File: src/rtl/proj_div_pkg.sv
// ---------------------------------------------------------------------------
// proj_div_pkg
// Shared definitions for the divider result FIFO: register offsets, STATUS
// bit positions, the error read-back code and the stored result entry.
// Optional feature macro: RESULT_TIMESTAMP_EN adds a 32-bit stamp field to
// every stored entry.
// ---------------------------------------------------------------------------
package proj_div_pkg;

    // Width of the stored quotient/remainder fields; narrower XLEN values
    // are zero-extended into them.
    localparam int RES_W = 32;

`ifdef RESULT_TIMESTAMP_EN
    localparam int TS_W = 32;
`endif

    // Register offsets within the block (wbs_adr_i[5:0])
    localparam logic [5:0] OFF_HEAD_Q = 6'h00;
    localparam logic [5:0] OFF_HEAD_R = 6'h04;
    localparam logic [5:0] OFF_STATUS = 6'h08;
    localparam logic [5:0] OFF_IRQ_EN = 6'h0C;
    localparam logic [5:0] OFF_HEAD_T = 6'h10;

    // STATUS register bit positions (count occupies the low bits)
    localparam int STATUS_EMPTY_BIT = 8;
    localparam int STATUS_FULL_BIT  = 9;
    localparam int STATUS_OVF_BIT   = 10;

    // Returned for reads of unmapped offsets
    localparam logic [31:0] ERR_CODE = 32'h0bad_0bad;

    // One captured divider result
    typedef struct packed {
`ifdef RESULT_TIMESTAMP_EN
        logic [TS_W-1:0]  stamp;
`endif
        logic [RES_W-1:0] quotient;
        logic [RES_W-1:0] remainder;
    } result_entry_t;

endpackage

File: src/rtl/proj_sync_fifo.sv
// ---------------------------------------------------------------------------
// proj_sync_fifo
// Small synchronous FIFO with first-word fall-through head output. A push
// while full is dropped (drop_o pulses) unless a pop happens in the same
// cycle, in which case both succeed.
// Ports:
//   clk_i, reset_ni      clock, asynchronous active-low reset
//   push_i, wdata_i      write request and data
//   pop_i                remove head (ignored when empty)
//   head_o               current head entry (stale when empty)
//   full_o, empty_o      occupancy flags
//   drop_o               push rejected this cycle because FIFO is full
//   count_o              current occupancy
//   count_next_o         occupancy after this cycle's push/pop
// ---------------------------------------------------------------------------
module proj_sync_fifo #(
    parameter int WIDTH = 8,
    parameter int DEPTH = 4
) (
    input  logic                     clk_i,
    input  logic                     reset_ni,
    input  logic                     push_i,
    input  logic                     pop_i,
    input  logic [WIDTH-1:0]         wdata_i,
    output logic [WIDTH-1:0]         head_o,
    output logic                     full_o,
    output logic                     empty_o,
    output logic                     drop_o,
    output logic [$clog2(DEPTH):0]   count_o,
    output logic [$clog2(DEPTH):0]   count_next_o
);

    localparam int AW = $clog2(DEPTH);
    localparam int CW = AW + 1;

    logic [WIDTH-1:0] mem_q [DEPTH];
    logic [WIDTH-1:0] mem_d [DEPTH];
    logic [AW-1:0]    wr_ptr_q, wr_ptr_d;
    logic [AW-1:0]    rd_ptr_q, rd_ptr_d;
    logic [CW-1:0]    count_q, count_d;
    logic             push_ok, pop_ok;

    assign empty_o      = (count_q == '0);
    assign full_o       = (count_q == CW'(DEPTH));
    assign head_o       = mem_q[rd_ptr_q];
    assign count_o      = count_q;
    assign count_next_o = count_d;

    // A pop frees a slot in the same cycle, so push-while-full succeeds when
    // paired with a pop. Pointers wrap naturally because DEPTH is a power of two.
    always_comb begin
        pop_ok   = pop_i & ~empty_o;
        push_ok  = push_i & (~full_o | pop_ok);
        drop_o   = push_i & ~push_ok;
        mem_d    = mem_q;
        wr_ptr_d = wr_ptr_q;
        rd_ptr_d = rd_ptr_q;
        if (push_ok) begin
            mem_d[wr_ptr_q] = wdata_i;
            wr_ptr_d        = wr_ptr_q + AW'(1);
        end
        if (pop_ok) begin
            rd_ptr_d = rd_ptr_q + AW'(1);
        end
        count_d = count_q + CW'(push_ok) - CW'(pop_ok);
    end

    always_ff @(posedge clk_i or negedge reset_ni) begin
        if (!reset_ni) begin
            mem_q    <= '{default: '0};
            wr_ptr_q <= '0;
            rd_ptr_q <= '0;
            count_q  <= '0;
        end else begin
            mem_q    <= mem_d;
            wr_ptr_q <= wr_ptr_d;
            rd_ptr_q <= rd_ptr_d;
            count_q  <= count_d;
        end
    end

endmodule

File: src/rtl/proj_div_result_fifo.sv
// ---------------------------------------------------------------------------
// proj_div_result_fifo
// Captures each completed divider result {quotient, remainder} on the rising
// edge of fini_i into a FIFO, exposes it through a Wishbone slave window at
// 0x3xxx_{BASE_SEL}xx and raises irq_o while results are waiting.
// Optional feature macro: RESULT_TIMESTAMP_EN -- a saturating cycle counter,
// cleared by start_i, is stamped onto each entry and readable at HEAD_T.
// Without it HEAD_T reads 0 and start_i is unused.
// Ports:
//   clk_i, reset_ni                 clock, asynchronous active-low reset
//   start_i                         divider start pulse
//   fini_i                          divider done level
//   quotient_i, remainder_i         divider result, valid while fini_i high
//   wbs_stb_i/cyc_i/we_i/sel_i      Wishbone request (sel ignored)
//   wbs_adr_i, wbs_dat_i            Wishbone address / write data
//   wbs_ack_o, wbs_dat_o            Wishbone ack pulse / registered read data
//   irq_o                           registered result-available interrupt
// ---------------------------------------------------------------------------
module proj_div_result_fifo
    import proj_div_pkg::*;
#(
    parameter int         WBW      = 32,
    parameter int         XLEN     = 32,
    parameter int         DEPTH    = 4,
    parameter logic [3:0] BASE_SEL = 4'h1
) (
    input  logic             clk_i,
    input  logic             reset_ni,
    input  logic             start_i,
    input  logic             fini_i,
    input  logic [XLEN-1:0]  quotient_i,
    input  logic [XLEN-1:0]  remainder_i,
    input  logic             wbs_stb_i,
    input  logic             wbs_cyc_i,
    input  logic             wbs_we_i,
    input  logic [WBW/8-1:0] wbs_sel_i,
    input  logic [WBW-1:0]   wbs_adr_i,
    input  logic [WBW-1:0]   wbs_dat_i,
    output logic             wbs_ack_o,
    output logic [WBW-1:0]   wbs_dat_o,
    output logic             irq_o
);

    localparam int CW = $clog2(DEPTH) + 1;

    logic            fini_q, fini_d;
    logic            ack_q, ack_d;
    logic [WBW-1:0]  dat_q, dat_d;
    logic            irq_q, irq_d;
    logic            irq_en_q, irq_en_d;
    logic            overflow_q, overflow_d;

    logic            push, pop, ovf_clear;
    logic            fifo_full, fifo_empty, fifo_drop;
    logic [CW-1:0]   count, count_next;
    result_entry_t   push_entry, head_entry;
    logic            bus_req;
    logic [5:0]      reg_off;
    logic [WBW-1:0]  status_word, rd_word;
    logic            unused_bus;

    assign reg_off    = wbs_adr_i[5:0];
    assign unused_bus = ^{wbs_sel_i, wbs_adr_i, wbs_dat_i};

`ifdef RESULT_TIMESTAMP_EN
    logic [TS_W-1:0] ts_q, ts_d;

    // Free-running stamp: cleared by start_i, saturates instead of wrapping
    // so a very long divide never looks short.
    always_comb begin
        ts_d = ts_q;
        if (start_i) begin
            ts_d = '0;
        end else if (ts_q != '1) begin
            ts_d = ts_q + TS_W'(1);
        end
    end

    always_ff @(posedge clk_i or negedge reset_ni) begin
        if (!reset_ni) begin
            ts_q <= '0;
        end else begin
            ts_q <= ts_d;
        end
    end
`else
    logic unused_start;
    assign unused_start = start_i;
`endif

    // Build the entry to store; the stamp is the pre-clear counter value so a
    // start_i coinciding with a fini edge does not zero the stored stamp.
    always_comb begin
        push_entry                      = '0;
        push_entry.quotient[XLEN-1:0]   = quotient_i;
        push_entry.remainder[XLEN-1:0]  = remainder_i;
`ifdef RESULT_TIMESTAMP_EN
        push_entry.stamp                = ts_q;
`endif
    end

    proj_sync_fifo #(
        .WIDTH ($bits(result_entry_t)),
        .DEPTH (DEPTH)
    ) u_fifo (
        .clk_i        (clk_i),
        .reset_ni     (reset_ni),
        .push_i       (push),
        .pop_i        (pop),
        .wdata_i      (push_entry),
        .head_o       (head_entry),
        .full_o       (fifo_full),
        .empty_o      (fifo_empty),
        .drop_o       (fifo_drop),
        .count_o      (count),
        .count_next_o (count_next)
    );

    // Read data mux; head registers return 0 when the FIFO is empty because
    // the FIFO's head output is stale in that case.
    always_comb begin
        status_word                   = '0;
        status_word[CW-1:0]           = count;
        status_word[STATUS_EMPTY_BIT] = fifo_empty;
        status_word[STATUS_FULL_BIT]  = fifo_full;
        status_word[STATUS_OVF_BIT]   = overflow_q;

        rd_word = WBW'(ERR_CODE);
        case (reg_off)
            OFF_HEAD_Q: begin
                rd_word = '0;
                if (!fifo_empty) rd_word[XLEN-1:0] = head_entry.quotient[XLEN-1:0];
            end
            OFF_HEAD_R: begin
                rd_word = '0;
                if (!fifo_empty) rd_word[XLEN-1:0] = head_entry.remainder[XLEN-1:0];
            end
            OFF_STATUS: rd_word = status_word;
            OFF_IRQ_EN: rd_word = WBW'(irq_en_q);
            OFF_HEAD_T: begin
                rd_word = '0;
`ifdef RESULT_TIMESTAMP_EN
                if (!fifo_empty) rd_word = WBW'(head_entry.stamp);
`endif
            end
            default: rd_word = WBW'(ERR_CODE);
        endcase
    end

    // Bus decode and register side effects. Gating on ~ack_q forces a dead
    // cycle after every ack, so a held strobe cannot re-trigger a pop.
    always_comb begin
        fini_d    = fini_i;
        push      = fini_i & ~fini_q;
        bus_req   = wbs_stb_i & wbs_cyc_i & ~ack_q &
                    (wbs_adr_i[31:28] == 4'h3) & (wbs_adr_i[11:8] == BASE_SEL);
        ack_d     = bus_req;
        dat_d     = dat_q;
        pop       = 1'b0;
        ovf_clear = 1'b0;
        irq_en_d  = irq_en_q;
        if (bus_req) begin
            if (wbs_we_i) begin
                if (reg_off == OFF_STATUS) ovf_clear = wbs_dat_i[STATUS_OVF_BIT];
                if (reg_off == OFF_IRQ_EN) irq_en_d = wbs_dat_i[0];
            end else begin
                dat_d = rd_word;
                if (reg_off == OFF_HEAD_R) pop = ~fifo_empty;
            end
        end
        // A new drop outranks a simultaneous clear so no lost result goes unnoticed.
        overflow_d = overflow_q;
        if (ovf_clear) overflow_d = 1'b0;
        if (fifo_drop) overflow_d = 1'b1;
        irq_d = irq_en_q & (count_next != '0);
    end

    always_ff @(posedge clk_i or negedge reset_ni) begin
        if (!reset_ni) begin
            fini_q     <= 1'b0;
            ack_q      <= 1'b0;
            dat_q      <= '0;
            irq_q      <= 1'b0;
            irq_en_q   <= 1'b0;
            overflow_q <= 1'b0;
        end else begin
            fini_q     <= fini_d;
            ack_q      <= ack_d;
            dat_q      <= dat_d;
            irq_q      <= irq_d;
            irq_en_q   <= irq_en_d;
            overflow_q <= overflow_d;
        end
    end

    assign wbs_ack_o = ack_q;
    assign wbs_dat_o = dat_q;
    assign irq_o     = irq_q;

endmodule
File: config.mk
export PLATFORM = sky130hd
export DESIGN_NAME = proj_div_result_fifo
export DESIGN_NICKNAME = d
export VERILOG_FILES = /design/src/rtl/proj_div_pkg.sv /design/src/rtl/proj_sync_fifo.sv /design/src/rtl/proj_div_result_fifo.sv
export SDC_FILE = /design/constraint.sdc
export NUM_CORES = 1
export LEC_CHECK = 0
export ABC_CLOCK_PERIOD_IN_PS = 3200
export BUFFER_PORTS_ARGS = -buffer_cell sky130_fd_sc_hd__buf_2
export CORE_ASPECT_RATIO = 0.6
export CORE_MARGIN = 3
export CORE_UTILIZATION = 30
export DETAILED_ROUTE_END_ITERATION = 7
export PLACE_DENSITY = 0.53
export SETUP_SLACK_MARGIN = 0.05
export SKIP_CTS_REPAIR_TIMING = 1
export SYNTH_ARGS = -nofsm -noshare
export SYNTH_HDL_FRONTEND = slang
export SYNTH_SLANG_ARGS = --single-unit
File: constraint.sdc
create_clock -name clk_i -period 3.2 [get_ports clk_i]
set_clock_uncertainty 0.2 [all_clocks]
set_input_delay 0.96 -clock clk_i [delete_from_list [all_inputs] [get_ports clk_i]]
set_output_delay 0.96 -clock clk_i [all_outputs]
set_load 0.05 [all_outputs]
==> results of run 1 <==
through the flow:
step / setup WS (ns) / area (um2) / utilization (%) / std cells / hold slack (ns)
3_5_place_dp: -0.6973 / 15940 / 36.67 / 1551 / 0.2701
2_1_floorplan: -0.5810 / 14200 / - / 832 / 0.2524
5_1_grt: -0.2227 / 17040 / 39.19 / 1608 / 0.1837
6_report: -0.1003 / 17040 / 39.19 / 1609 / 0.1618
3_3_place_gp: -0.6780 / 15940 / 36.67 / 1551 / 0.2631
4_1_cts: -0.1123 / 17000 / 39.11 / 1607 / 0.1686
cell type report:
class,instances,area [um2]
clock inverter,8,101.3
inverter,7,26.28
fill,3980,26440
clock buffer,48,959.7
antenna,1,2.502
sequential,300,7515
multi-input combinational,475,6254
timing repair buffer,191,1459
tap,579,724.4
metal layers:
| metal | vias up | GRT usage (%) | wire [um] |
|---|---|---|---|
| li1 | 3441 | - | - |
| met1 | 4130 | 23.49 | 17990 |
| met2 | 138 | 23.36 | 15750 |
| met3 | 41 | 2.936 | 1595 |
| met4 | 8 | 1.951 | 432 |
| met5 | - | 0 | 52 |
worst register-to-register path, cell delays in order (launching register included):
cell and delay [ns]:
dfrtp_1 0.37, nand4b_1 0.28, nor3_4 0.30, nand2b_4 0.09, nor3b_4 0.22, ha_1 0.25, inv_1 0.06, ha_1 0.13
inv_1 0.05, fa_2 0.34, xnor2_2 0.14, xnor2_1 0.15, o31a_1 0.26
synth_stat cells (2+ instances only):
library cell  count  area share [%]
nor2_1           17            0.48
nor4_1            2           0.094
nor3_1            3            0.11
nor2_8            4            0.60
buf_6            18             1.5
buf_4             6            0.34
buf_1             5            0.14
a22o_1            2            0.13
dfrtp_1         300              57
inv_1             7            0.20
a31oi_1           3            0.14
nor3b_1           4            0.23
a21oi_1          13            0.49
nand2_1          25            0.71
mux2_1          220              19
nand3_1           2           0.075
buf_2             3            0.11
ha_1              6            0.57
a2bb2oi_1         2            0.13
a22oi_1          30             1.7
clkbuf_1         18            0.51
mux4_2           64              11
o21ai_0          18            0.68
nand2b_1          2           0.094
mux2_2           38             3.2
xnor2_1           4            0.26
final timing paths:
path	slack, ns	start	endpoint
max	-0.10	wbs_adr_i[0]	irq_o
min	0.16	reset_ni	u_fifo.mem_q[226]
max reg2reg	0.25	wbs_ack_o	irq_o
min reg2reg	0.28	wbs_dat_o[17]	wbs_dat_o[17]
max in group asynchronous	1.94	reset_ni	wbs_dat_o[12]
min in group clk_i	0.28	wbs_dat_o[17]	wbs_dat_o[17]
kinds of logic after synthesis:
| family | after synthesis | synth area share [%] |
|---|---|---|
| muxes | 323 | 32.82 |
| DFF | 300 | 56.55 |
| AOI/OAI and AO/OA | 71 | 3.544 |
| and+or+nand+nor | 69 | 3.214 |
| buffers and inverters | 57 | 2.827 |
| adders and majority gates | 7 | 0.7163 |
| xor gates and xnor gates | 5 | 0.3299 |
sequential cells by signal, indices dropped and copies added (netlist names):
name and flops:
wbs_dat_o 32, u_fifo.mem_q 256, u_fifo.rd_ptr_q 2, wbs_ack_o 1, fini_q 1, u_fifo.count_o 3
irq_en_q 1, irq_o 1, overflow_q 1, u_fifo.wr_ptr_q 2
report_power, final:
part	total (mW)	internal, mW	switching, mW
Combinational	4.34	3.05	1.29
Sequential	6.43	5.48	0.945
Clock	3.76	2.21	1.54
Total	14.5	10.7	3.78
==> flow_metrics.env, run 1 <==
export IMPL_routedWlPerCell_um=22.26
export IMPL_ff2ff_path_depth=12
export IMPL_dieArea_mm2=0.04689
export IMPL_ys_async_sr_fraction_pct=100.0
export IMPL_cts_root_buf="clkbuf_16"
export IMPL_yosys_warnings=0
export IMPL_syn_avg_cell_area_um2=15.96
export IMPL_crit_path_max_incr_delay_ns=0.60
export IMPL_min_path_type="in2async"
export IMPL_tns_ns=-0.1003
export IMPL_io_pins=173
export IMPL_syn_inst=832
export IMPL_wl_um=35810
export IMPL_worstSetupPathType="in2reg"
export IMPL_viasPerCell=4.822
export IMPL_final_cell_mix="dfrtp_1, mux2_4, buf_2, mux4_2, buf_4"
export IMPL_end_kind="flop"
export IMPL_final_max_slew_viol_count=0
export IMPL_timing_final_crit_period_ns=3.300
export IMPL_rsz0062_at_grt="true"
export IMPL_core_area_mm2=0.04348
export IMPL_drive_gt1_share_pct=55.78
export IMPL_start_util_pct=30.53
export IMPL_leakagePower_nw=7.478
export IMPL_hold_viol=0
export IMPL_synth_edf_count=0
export IMPL_fp_dieH_um=168.9
export IMPL_outcome="complete, but fails checks"
export IMPL_final_common_cell="dfrtp_1"
export IMPL_cts_sinks=300
export IMPL_vias=7758
export IMPL_synth_nets=978
export IMPL_start_kind="primary input"
export IMPL_final_period_utilization_pct=103.1
export IMPL_die_w_um=277.6
export IMPL_clk_latency_ns=0.56
export IMPL_crit_chain="buf_2 -> or4_4 -> nor3b_4 -> nor3b_4 -> ha_1 -> inv_1 -> ha_1 -> inv_1 -> fa_2 -> xnor2_2 -> xnor2_1 -> o31a_1"
export IMPL_syn_to_final_growth_pct=28.37
export IMPL_path_clk_slew_ns=0.06
export IMPL_first_global_vias=8506
export IMPL_crit_arrival_ns=3.54
export IMPL_antenna_found_initial=9
export IMPL_gr_total_overflow=0
export IMPL_ir_worst_vdd_mv=0.4163
export IMPL_fmax_ghz=0.3030
export IMPL_crit_required_ns=3.44
export IMPL_cp_buffers_inverters=3
export IMPL_worst_slew_pin_transition_ns=0.6189
export IMPL_maxCapViolations=0
export IMPL_gp_congestion=0.7356
export IMPL_htree_levels=1
export IMPL_fin_ws_ns=-0.1003
export IMPL_report_power_total_mw=14.52
export IMPL_syn_area_mm2=0.01328
export IMPL_grt_pass1_wl_um=56190
export IMPL_power_density_mw_per_mm2=852.2
export IMPL_core_rowCount=59
export IMPL_dp_hpwl_um=23660
export IMPL_yosysUniqueCellTypes=42
export IMPL_drt_iter0_markers=494
export IMPL_synth_ff_type="dfrtp_1"
export IMPL_violations="negative setup slack"
export IMPL_clockBufferDepth=3
export IMPL_cts_inserted_buffers=30
export IMPL_tritoncts="done"
export IMPL_drtPass1Iterations=4
export IMPL_portBuffers=119
export IMPL_gr_usage_all_layers_pct=15.41
export IMPL_worstSetupPathDepth=12
export IMPL_relSlewSlack_pct=58.74
export IMPL_path_delay_family="simple AND/OR/NAND/NOR gates"
export IMPL_crit_path_top_delay_cell="or4_4"
export IMPL_ant_nets=0
export IMPL_remaining_drc_errors=0
export IMPL_synth_seq_area_share_pct=56.55
export IMPL_yosys_register_bits=300
export IMPL_grt_max_degree=67
export IMPL_worst_path_max_fanout=3
export IMPL_setup_viol=1
export IMPL_nets=1151
Note: power is estimated with default switching activity, not from simulation.
==> inputs of run 2 (changes only) <==
- ABC_CLOCK_PERIOD_IN_PS: 3200 -> 4000
- PLACE_DENSITY: 0.53 -> 0.51
- SYNTH_HIERARCHICAL: not set -> 1
- clock period: 3.2 -> 4 ns (I/O delays scaled with it)
==> flow_metrics.env, run 2 <==
export IMPL_hold_viol=0
export IMPL_final_common_cell="dfrtp_1"
export IMPL_final_period_utilization_pct=94.14
export IMPL_final_cell_mix="dfrtp_1, mux2_4, buf_2, mux4_2, clkbuf_16"
export IMPL_worst_path_max_fanout=2
export IMPL_min_path_type="reg2reg"
export IMPL_end_kind="flop"
export IMPL_reg2reg_to="irq_o"
export IMPL_num_antenna_cells=0
export IMPL_ff2ff_path_depth=13
export IMPL_drt_iter0_markers=482
export IMPL_crit_required_ns=4.25
export IMPL_antenna_found_initial=8
export IMPL_yosys_area_top_type="dfrtp_1"
export IMPL_die_w_um=291.3
export IMPL_portBuffers=119
export IMPL_worst_slew_pin_transition_ns=0.7114
export IMPL_cp_buffers_inverters=2
export IMPL_viasPerCell=4.641
export IMPL_synthTopCellsByCount="dfrtp_1, mux2_4, mux4_2"
export IMPL_start_kind="primary input"
export IMPL_relSlewSlack_pct=52.58
export IMPL_first_global_vias=8529
export IMPL_tritoncts="done"
export IMPL_synth_ff_type="dfrtp_1"
export IMPL_met3_usage_pct=3.236
export IMPL_fp_dieH_um=177.2
export IMPL_gr_usage_all_layers_pct=14.18
export IMPL_start_util_pct=30.51
export IMPL_gp_congestion=0.7166
export IMPL_drive_gt1_share_pct=56.40
export IMPL_io_pins=173
export IMPL_r2r_setup_slack_ns=0.70
export IMPL_routedWlPerCell_um=21.80
export IMPL_remaining_drc_errors=0
export IMPL_synth_top_cells_by_area="dfrtp_1, mux2_4, mux4_2, buf_12, mux2_2"
export IMPL_yosys_register_bits=300
export IMPL_drtPass1Iterations=4
export IMPL_crit_chain="buf_2 -> or4_1 -> or4_4 -> nor2_2 -> or4b_4 -> nand2_4 -> ha_4 -> inv_2 -> ha_4 -> fa_2 -> xnor2_2 -> xnor2_1 -> o31a_1"
export IMPL_crit_path_top_delay_cell="or4_4"
export IMPL_yosys_warnings=6
export IMPL_syn_area_mm2=0.01465
export IMPL_ant_nets=0
export IMPL_outcome="finished clean"
export IMPL_path_delay_family="simple AND/OR/NAND/NOR gates"
export IMPL_yosysUniqueCellTypes=45
export IMPL_crit_path_max_incr_delay_ns=0.56
export IMPL_grt_most_used_layer="met2"
export IMPL_clockBufferDepth=3
export IMPL_maxCapViolations=0
export IMPL_synth_nets=993
export IMPL_cts_root_buf="clkbuf_16"
export IMPL_clk_latency_ns=0.58
export IMPL_syn_to_final_growth_pct=16.98
export IMPL_post_dp_cell_area_mm2=0.01607
export IMPL_cts_sinks=300
export IMPL_synth_seq_area_share_pct=51.23
export IMPL_dieArea_mm2=0.05162
export IMPL_synth_top_area_share_pct=51.23
export IMPL_grt_pass1_wl_um=56160
export IMPL_gr_total_overflow=0
export IMPL_largest_register="u_fifo/mem_q"
export IMPL_syn_avg_cell_area_um2=17.30
export IMPL_timing_final_crit_period_ns=3.766
export IMPL_syn_inst=847
export IMPL_cts_inserted_buffers=31
export IMPL_met1_usage_pct=20.79
export IMPL_path_clk_slew_ns=0.06
export IMPL_leakagePower_nw=7.534
export IMPL_final_area_mm2=0.01714
export IMPL_wl_um=36100
export IMPL_tns_ns=0
export IMPL_rsz0062_at_grt="false"
export IMPL_htree_levels=1
export IMPL_setup_viol=0
export IMPL_met2_usage_pct=21.76
export IMPL_post_route_util_pct=35.69
export IMPL_final_max_slew_viol_count=0
export IMPL_synth_edf_count=0
export IMPL_vias=7685
export IMPL_yosysMostFrequentCell="dfrtp_1"
export IMPL_grt_max_degree=87
export IMPL_crit_arrival_ns=4.02
export IMPL_ir_worst_vdd_mv=0.3666
export IMPL_worstReg2RegStart="u_fifo/count_o[0]"
export IMPL_ys_async_sr_fraction_pct=100.0
export IMPL_dp_hpwl_um=23380
export IMPL_core_rowCount=62
export IMPL_critPathLaunch="wbs_adr_i[31]"
export IMPL_power_density_mw_per_mm2=690.4
export IMPL_core_area_mm2=0.04802
export IMPL_path_common_cell="ha_4"
export IMPL_worstSetupPathDepth=13
export IMPL_nets=1140
export IMPL_largest_reg_flops=256
export IMPL_fmax_ghz=0.2656
export IMPL_worstSetupPathType="in2reg"
export IMPL_worstSetupEndpoint="irq_o"
run 2: cell count changes after synthesis, moves of 5 or more:
| cell | delta |
|---|---|
| a22o_1 | +9 |
| o21ai_0 | -12 |
| clkbuf_1 | -9 |
| buf_4 | -5 |
| buf_12 | +28 |
| mux2i_1 | +13 |
| mux2_1 | -220 |
| a22oi_1 | -24 |
| buf_2 | +5 |
| mux2_2 | -12 |
| buf_6 | -15 |
| o21ai_1 | +11 |
| mux2_4 | +240 |
| nand2_1 | +6 |
run 2: power breakdown:
part	internal, mW	leakage [nW]	switching [mW]
logic	2.57	3.33	1.04
registers	4.38	3.67	0.760
clock network	1.83	0.532	1.25
total	8.79	7.53	3.05
run 2: metal layers:
layer  wire length, um  vias up
li1                  -     3423
met1             17960     4086
met2             15840      111
met3              1637       49
met4               547       16
met5               106        -
run 2: cell type report:
type	instances	area, um2
tap	640	800.8
multi-input combinational	486	6489
clock inverter	10	165.2
sequential	300	7515
timing repair buffer	168	1236
inverter	7	26.28
fill	4538	30880
clock buffer	45	908.4
run 2: worst min-delay path by stage:
stage                    endpoint          start  depth (start not counted)  slack, ns
finish              wbs_dat_o[28]  wbs_dat_o[28]                          2       0.28
global route        wbs_dat_o[15]  wbs_dat_o[15]                          2       0.31
CTS                 wbs_dat_o[13]  wbs_dat_o[13]                          2       0.29
detailed placement  wbs_dat_o[13]  wbs_dat_o[13]                          2       0.27
global placement    wbs_dat_o[29]  wbs_dat_o[29]                          2       0.27
floorplan              overflow_q     overflow_q                          1       0.25
run 2: through the flow:
step,setup slack [ns],std cells,hold slack [ns],power (mW)
detailed placement,-0.3438,1601,0.2733,8.803
floorplan,-0.2289,847,0.2497,8.042
global placement,-0.3271,1601,0.2663,8.715
global route,0.1704,1656,0.3103,12.50
finish,0.2344,1656,0.2807,11.83
CTS,0.2591,1656,0.2883,11.99
run 2: worst reg2reg max path, stage by stage, from the launching register on:
cell,delay [ns]
dfrtp_1,0.47
nor3_1,0.48
nor4_4,0.10
nand2_1,0.09
nor2_2,0.05
or4b_4,0.54
nand2_4,0.09
ha_4,0.13
inv_2,0.04
ha_4,0.14
fa_2,0.35
xnor2_2,0.15
xnor2_1,0.14
o31a_1,0.23
run 2: logic make-up (layout without fill, tap and decap cells):
group / count (synthesis) / count (layout) / synth area share (%)
AOI/OAI and AO/OA: 53 / 53 / 2.297
xor gates and xnor gates: 5 / 5 / 0.2989
adders and majority gates: 7 / 7 / 0.6490
buffers and inverters: 61 / 230 / 4.919
DFF: 300 / 300 / 51.23
muxes: 344 / 344 / 37.38
and+or+nand+nor: 77 / 77 / 3.219
